$ cat src/rtl/sync_fifo_if.sv
// Handshake bundle between a sync_fifo and its producer/consumer.
// The overflow/underflow wires exist only when SYNC_FIFO_ERR_FLAGS_EN is defined.
interface sync_fifo_if #(
  parameter int DATA_W = 4
);
   logic [DATA_W-1:0] data_in;
   logic              wr_en;
   logic              rd_en;
   logic [DATA_W-1:0] data_out;
   logic              full;
   logic              empty;
`ifdef SYNC_FIFO_ERR_FLAGS_EN
   logic              overflow;
   logic              underflow;
`endif

   modport master (
      output data_in, wr_en, rd_en,
`ifdef SYNC_FIFO_ERR_FLAGS_EN
      input  overflow, underflow,
`endif
      input  data_out, full, empty
   );

   modport slave (
      input  data_in, wr_en, rd_en,
`ifdef SYNC_FIFO_ERR_FLAGS_EN
      output overflow, underflow,
`endif
      output data_out, full, empty
   );
endinterface

$ cat src/rtl/sync_fifo.sv
// Single-clock FIFO with a registered read port and registered full/empty flags.
// Define SYNC_FIFO_ERR_FLAGS_EN to add one-cycle overflow/underflow pulses.
module sync_fifo #(
   parameter int DATA_W = 4,
   parameter int DEPTH  = 16
) (
   input  logic        clk,
   input  logic        rst,
   sync_fifo_if.slave  bus
);
   localparam int ADDR_W = $clog2(DEPTH);

   logic [DATA_W-1:0] mem_q [DEPTH];
   logic [ADDR_W:0]   wr_ptr_q, wr_ptr_d, rd_ptr_q, rd_ptr_d;
   logic [DATA_W-1:0] dout_q, dout_d;
   logic              full_q, full_d, empty_q, empty_d;
   logic              wr_acc, rd_acc;

   // Both transfers are qualified on the pre-edge flags, so a simultaneous
   // read and write on an empty FIFO never forwards the write to data_out.
   always_comb begin
      wr_acc   = bus.wr_en & ~full_q;
      rd_acc   = bus.rd_en & ~empty_q;
      wr_ptr_d = wr_ptr_q + {{ADDR_W{1'b0}}, wr_acc};
      rd_ptr_d = rd_ptr_q + {{ADDR_W{1'b0}}, rd_acc};
      dout_d   = dout_q;
      if (rd_acc) dout_d = mem_q[rd_ptr_q[ADDR_W-1:0]];
      empty_d  = (wr_ptr_d == rd_ptr_d);
      full_d   = (wr_ptr_d[ADDR_W-1:0] == rd_ptr_d[ADDR_W-1:0]) &&
                 (wr_ptr_d[ADDR_W] != rd_ptr_d[ADDR_W]);
   end

   always_ff @(posedge clk or negedge rst) begin
      if (!rst) begin
         wr_ptr_q <= '0;
         rd_ptr_q <= '0;
         dout_q   <= '0;
         full_q   <= 1'b0;
         empty_q  <= 1'b1;
      end else begin
         wr_ptr_q <= wr_ptr_d;
         rd_ptr_q <= rd_ptr_d;
         dout_q   <= dout_d;
         full_q   <= full_d;
         empty_q  <= empty_d;
      end
   end

   // Storage is deliberately left out of reset.
   always_ff @(posedge clk) begin
      if (rst && wr_acc) mem_q[wr_ptr_q[ADDR_W-1:0]] <= bus.data_in;
   end

   assign bus.data_out = dout_q;
   assign bus.full     = full_q;
   assign bus.empty    = empty_q;

`ifdef SYNC_FIFO_ERR_FLAGS_EN
   logic ovf_q, unf_q;

   always_ff @(posedge clk or negedge rst) begin
      if (!rst) begin
         ovf_q <= 1'b0;
         unf_q <= 1'b0;
      end else begin
         ovf_q <= bus.wr_en & full_q;
         unf_q <= bus.rd_en & empty_q;
      end
   end

   assign bus.overflow  = ovf_q;
   assign bus.underflow = unf_q;
`endif
endmodule

$ cat src/flat_wrapper.sv
// flat-port wrapper written by rule: the top's interface ports become plain ports
module sync_fifo_flat 
#(
   parameter int DATA_W = 4,
   parameter int DEPTH  = 16
)
  (clk, rst, bus_data_in, bus_wr_en, bus_rd_en, bus_data_out, bus_full, bus_empty);
  sync_fifo_if #(.DATA_W(DATA_W)) bus_i ();
  input  logic clk;
  input  logic rst;
  input wire logic [$bits(bus_i.data_in)-1:0] bus_data_in;
  input wire logic [$bits(bus_i.wr_en)-1:0] bus_wr_en;
  input wire logic [$bits(bus_i.rd_en)-1:0] bus_rd_en;
  output wire logic [$bits(bus_i.data_out)-1:0] bus_data_out;
  output wire logic [$bits(bus_i.full)-1:0] bus_full;
  output wire logic [$bits(bus_i.empty)-1:0] bus_empty;
  assign bus_i.data_in = bus_data_in;
  assign bus_i.wr_en = bus_wr_en;
  assign bus_i.rd_en = bus_rd_en;
  assign bus_data_out = bus_i.data_out;
  assign bus_full = bus_i.full;
  assign bus_empty = bus_i.empty;
  sync_fifo #(.DATA_W(DATA_W), .DEPTH(DEPTH)) u_core (.clk(clk), .rst(rst), .bus(bus_i));
endmodule
$ cat config.mk
export PLATFORM = sky130hd
export DESIGN_NAME = sync_fifo_flat
export DESIGN_NICKNAME = d
export VERILOG_FILES = /design/src/rtl/sync_fifo_if.sv /design/src/rtl/sync_fifo.sv /design/src/flat_wrapper.sv
export SDC_FILE = /design/constraint.sdc
export NUM_CORES = 1
export LEC_CHECK = 0
export ABC_CLOCK_PERIOD_IN_PS = 4390
export CORE_MARGIN = 2
export CORE_UTILIZATION = 29
export CTS_BUF_LIST = sky130_fd_sc_hd__clkbuf_16
export DETAILED_ROUTE_END_ITERATION = 10
export DONT_BUFFER_PORTS = 1
export SETUP_SLACK_MARGIN = 0.5
export SKIP_LAST_GASP = 1
export SYNTH_ARGS = -nofsm -noshare
export SYNTH_HDL_FRONTEND = slang
export SYNTH_SLANG_ARGS = --single-unit
$ cat constraint.sdc
create_clock -name clk -period 4.39 [get_ports clk]
set_clock_uncertainty 0.05 [all_clocks]
set_input_delay 1.317 -clock clk [delete_from_list [all_inputs] [get_ports clk]]
set_output_delay 1.317 -clock clk [all_outputs]
set_load 0.1 [all_outputs]
==> impl_summary.log <==
[metrics] outcome: finished, final reports clean
[metrics] transition time of the tightest slew-check pin: 938.8 ps
[metrics] kind of critical path: input pin to flop
[metrics] Primary FF master, synth: sky130_fd_sc_hd__edfxtp_1
[metrics] total via count after detailed routing: 1661
[metrics] number of clock sinks: 80
[metrics] cell-internal power: about 1.7 mW
[metrics] number of global-route vias before repair: 1648
[metrics] most common cell in the synthesized netlist: sky130_fd_sc_hd__edfxtp_1
[metrics] Post-DRT Antenna Nets: 0
[metrics] register bit count reported by yosys: 80
[metrics] utilization after layout: 34.02%
[metrics] area of the mapped netlist: 3299 sq um
[metrics] post-synthesis to final-layout area growth: 13.23%
[metrics] origin of the worst min-delay path: u_core.wr_ptr_q[4]
[metrics] biggest area consumer among synthesized cells: sky130_fd_sc_hd__edfxtp_1
[metrics] ranking of synthesized cells by instance count: sky130_fd_sc_hd__edfxtp_1 (64), sky130_fd_sc_hd__mux2i_1 (22), sky130_fd_sc_hd__nor2_1 (17)
[metrics] leakage component of the power: 1.308 nW
[metrics] WHS Path Cells: 2
[metrics] All-Layer GR Usage: a little over a tenth
[metrics] detailed-route wire length per cell: 17.71 microns
[metrics] Seq pwr share: 47.4%
[metrics] Register-to-Register Setup Slack: about 1600 ps
[metrics] category of the worst setup path capture point: flop
[metrics] global route overflow: 0
[metrics] Worst Hold End: u_core.wr_ptr_q[4]
[metrics] setup repair after global routing missed its margin: false
[metrics] Ys Warns: 0
[metrics] share of synthesized area occupied by flip-flops and latches: 70.42%
[metrics] worst hold path type: flop to flop
[metrics] average footprint of a synthesized cell: about 16 sq um
[metrics] Die X-Extent: 110.7 microns
[metrics] number of DRC markers after the initial detailed-route iteration: 119
[metrics] number of violations of the max-capacitance limit: 0
[metrics] NumNets Final: 218
[metrics] Antenna Diode Count: 0
[metrics] critical-path maximum fanout: 5
[metrics] insertion delay of the later-clocked pin in the worst-skew pair: 340 ps
[metrics] number of gates given a new drive strength after cts: 0
[metrics] max-slew violations: 0
[metrics] multi-input logic area: ~910 sq um
[metrics] maximum clock insertion buffer count: 2
[metrics] startpoint class of the critical path: input pin
[metrics] part of the total power dissipated in the clock network: between 20% and 30%
[metrics] clock transition at the registers of the reported paths: 60 ps
[metrics] switching part of the total: 36.63%
[metrics] die outline height: about 110 microns
[metrics] number of antenna violations at the first check in global routing: 0
[metrics] hold-fix buffers at CTS: 0
[metrics] number of enable flip-flop cells after synthesis: 64
[metrics] clock tree from TritonCTS: done
[metrics] area of the core: between 10000 and 15000 sq um
[metrics] Min Clock Period, post-route: 2836 ps
[metrics] post-CTS setup buffers: 0
[metrics] gate count of the mapped netlist: 202
[metrics] number of remaining DRC errors: 0
[metrics] via-per-instance ratio: between 4 and 5
[metrics] sum of net half-perimeters after detailed placement: 4191 microns
[metrics] top achievable clock speed: 0.3526 GHz
[metrics] Synth top area share: roughly 58%
[metrics] Row Count: 38
[metrics] launch instance of the worst register-to-register path: u_core.bus.empty
[metrics] global-route wire length before repair: 9542 microns
[metrics] root buffer cell: sky130_fd_sc_hd__clkbuf_16
[metrics] share of async-settable or async-resettable flops after synthesis: 20.00%
[metrics] IR Drop Worst-Case VDD: 0.0002729 V
[metrics] number of buffers added by the clock tree synthesis step: 9
[metrics] FILL cells: 1022
[metrics] total die area: 12250 sq um
[metrics] endpoint of the most critical register-to-register path: u_core.bus.empty
[metrics] number of library cell types mapped by synthesis: 38
[metrics] gp weighted congestion: between 0.7 and 0.8
[metrics] share of total power in combinational logic: 25.0%
[metrics] maximum number of pins on one net before global-route repair: 21
[metrics] DRT Wirelength: 6216 microns
[metrics] area after detailed placement: 3435 sq um
[metrics] part of the cycle the worst path needs: ~65%
[metrics] worst reg2reg path depth: 7
[metrics] worst setup slack after layout: 1554 ps
[metrics] Setup violations, final: 0
[metrics] Arr. time, crit path: 3050 ps
[metrics] share of post-route cells with drive strength above 1: approximately 14%
[metrics] Worst Setup Slack post-DPL: 1216 ps
[metrics] number of I/O pins: 14
[metrics] number of H-tree branching levels: 3
[metrics] Initial Util: 30.04%
[metrics] Final Hold Fails: 0
[metrics] dominant cells by area after synthesis: sky130_fd_sc_hd__edfxtp_1 (58%), sky130_fd_sc_hd__dfrtp_1 (11%), sky130_fd_sc_hd__mux2i_1 (6.7%)
[metrics] area used by sequential logic in the layout: 2323 sq um
[metrics] net switching power: 0.9805 mW
[metrics] data required time of the critical path: 4610 ps
[metrics] number of buffers added on ports: 0
[metrics] setup total negative slack: 0 ps
[metrics] cell area after layout: 3736 sq um
[metrics] detailed-routing iteration count for the pre-antenna-repair pass: 4
[metrics] PD cells: 716.5 nW/um^2
[metrics] Worst slew margin: 37.41%
[metrics] Synthesized Nets: 214
[worst max-delay path, cell delays in order]
cell,delay [ps]
sky130_fd_sc_hd__nor2b_1,300
sky130_fd_sc_hd__ha_1,240
sky130_fd_sc_hd__ha_1,210
sky130_fd_sc_hd__xor2_2,170
sky130_fd_sc_hd__xnor3_1,230
sky130_fd_sc_hd__or3_4,400
sky130_fd_sc_hd__nor3_2,180
[registers in the layout, summed over array words and instances (netlist names)]
name                 count
u_core.bus.empty         1
u_core.mem_q            64
u_core.bus.full          1
u_core.wr_ptr_q          5
u_core.rd_ptr_q          5
u_core.bus.data_out      4
[power by group through the flow]
stage | clock (mW) | sequential [mW] | combinational (mW)
6_report | 0.740 | 1.27 | 0.668
4_1_cts | 0.747 | 1.27 | 0.677
2_1_floorplan | 0 | 1.19 | 0.620
3_5_place_dp | 0 | 1.29 | 0.674
3_3_place_gp | 0 | 1.29 | 0.671
5_1_grt | 0.777 | 1.29 | 0.727
[cell type report]
| type | count | area share [%] |
|---|---|---|
| inverters | 3 | 0.3014 |
| multi-input cells | 110 | 24.35 |
| flip-flops and latches | 80 | 62.19 |
| repair buffers | 2 | 0.4019 |
| clock buffers | 11 | 7.368 |
| clock inverters | 5 | 0.7033 |
| well taps | 140 | 4.689 |
[cell usage in the layout (no fill, tap or decap), types with 6 or more instances in the layout]
| cell type | Yosys | layout |
|---|---|---|
| sky130_fd_sc_hd__nand2_1 | 7 | 7 |
| sky130_fd_sc_hd__mux4_2 | 6 | 6 |
| sky130_fd_sc_hd__clkbuf_16 | 0 | 11 |
| sky130_fd_sc_hd__xor2_1 | 7 | 7 |
| sky130_fd_sc_hd__dfrtp_1 | 15 | 15 |
| sky130_fd_sc_hd__edfxtp_1 | 64 | 64 |
| sky130_fd_sc_hd__mux2i_1 | 22 | 22 |
| sky130_fd_sc_hd__a22oi_1 | 6 | 6 |
| sky130_fd_sc_hd__nor2_1 | 17 | 17 |
[per-layer routing]
metal	part of all wire (%)	track usage [%]
met2	48	16.24
met3	5.6	2.898
met4	1.9	5.500
met5	0	0
met1	45	13.48
[metrics by stage]
| stage | hold slack (ps) | power (mW) | instances |
|---|---|---|---|
| floorplan | 427.0 | 1.813 | 202 |
| global placement | 448.1 | 1.959 | 335 |
| detailed placement | 449.3 | 1.962 | 335 |
| CTS | 466.5 | 2.699 | 351 |
| global route | 497.9 | 2.795 | 351 |
| finish | 464.9 | 2.677 | 351 |
[logic make-up (layout without fill, tap and decap cells)]
group | Yosys count | count (layout) | synth area share (%)
compound gates | 18 | 18 | 3.792
xor+xnor | 12 | 12 | 3.830
fa+ha+maj | 4 | 4 | 1.517
buf+inv | 12 | 21 | 2.010
flops | 80 | 80 | 70.42
mux | 28 | 28 | 10.77
simple gates | 48 | 48 | 7.660
[worst max path at each step]
stage	from	endpoint	slack [ps]	cells past startpoint
6_report	bus_wr_en	u_core.bus.empty	1550	7
5_1_grt	bus_wr_en	u_core.bus.full	1400	7
4_1_cts	bus_wr_en	u_core.bus.empty	1560	7
3_5_place_dp	bus_wr_en	u_core.bus.full	1220	7
3_3_place_gp	bus_wr_en	u_core.bus.full	1280	7
2_1_floorplan	bus_wr_en	u_core.bus.full	1360	7
Power figures use the tool's default switching activity.
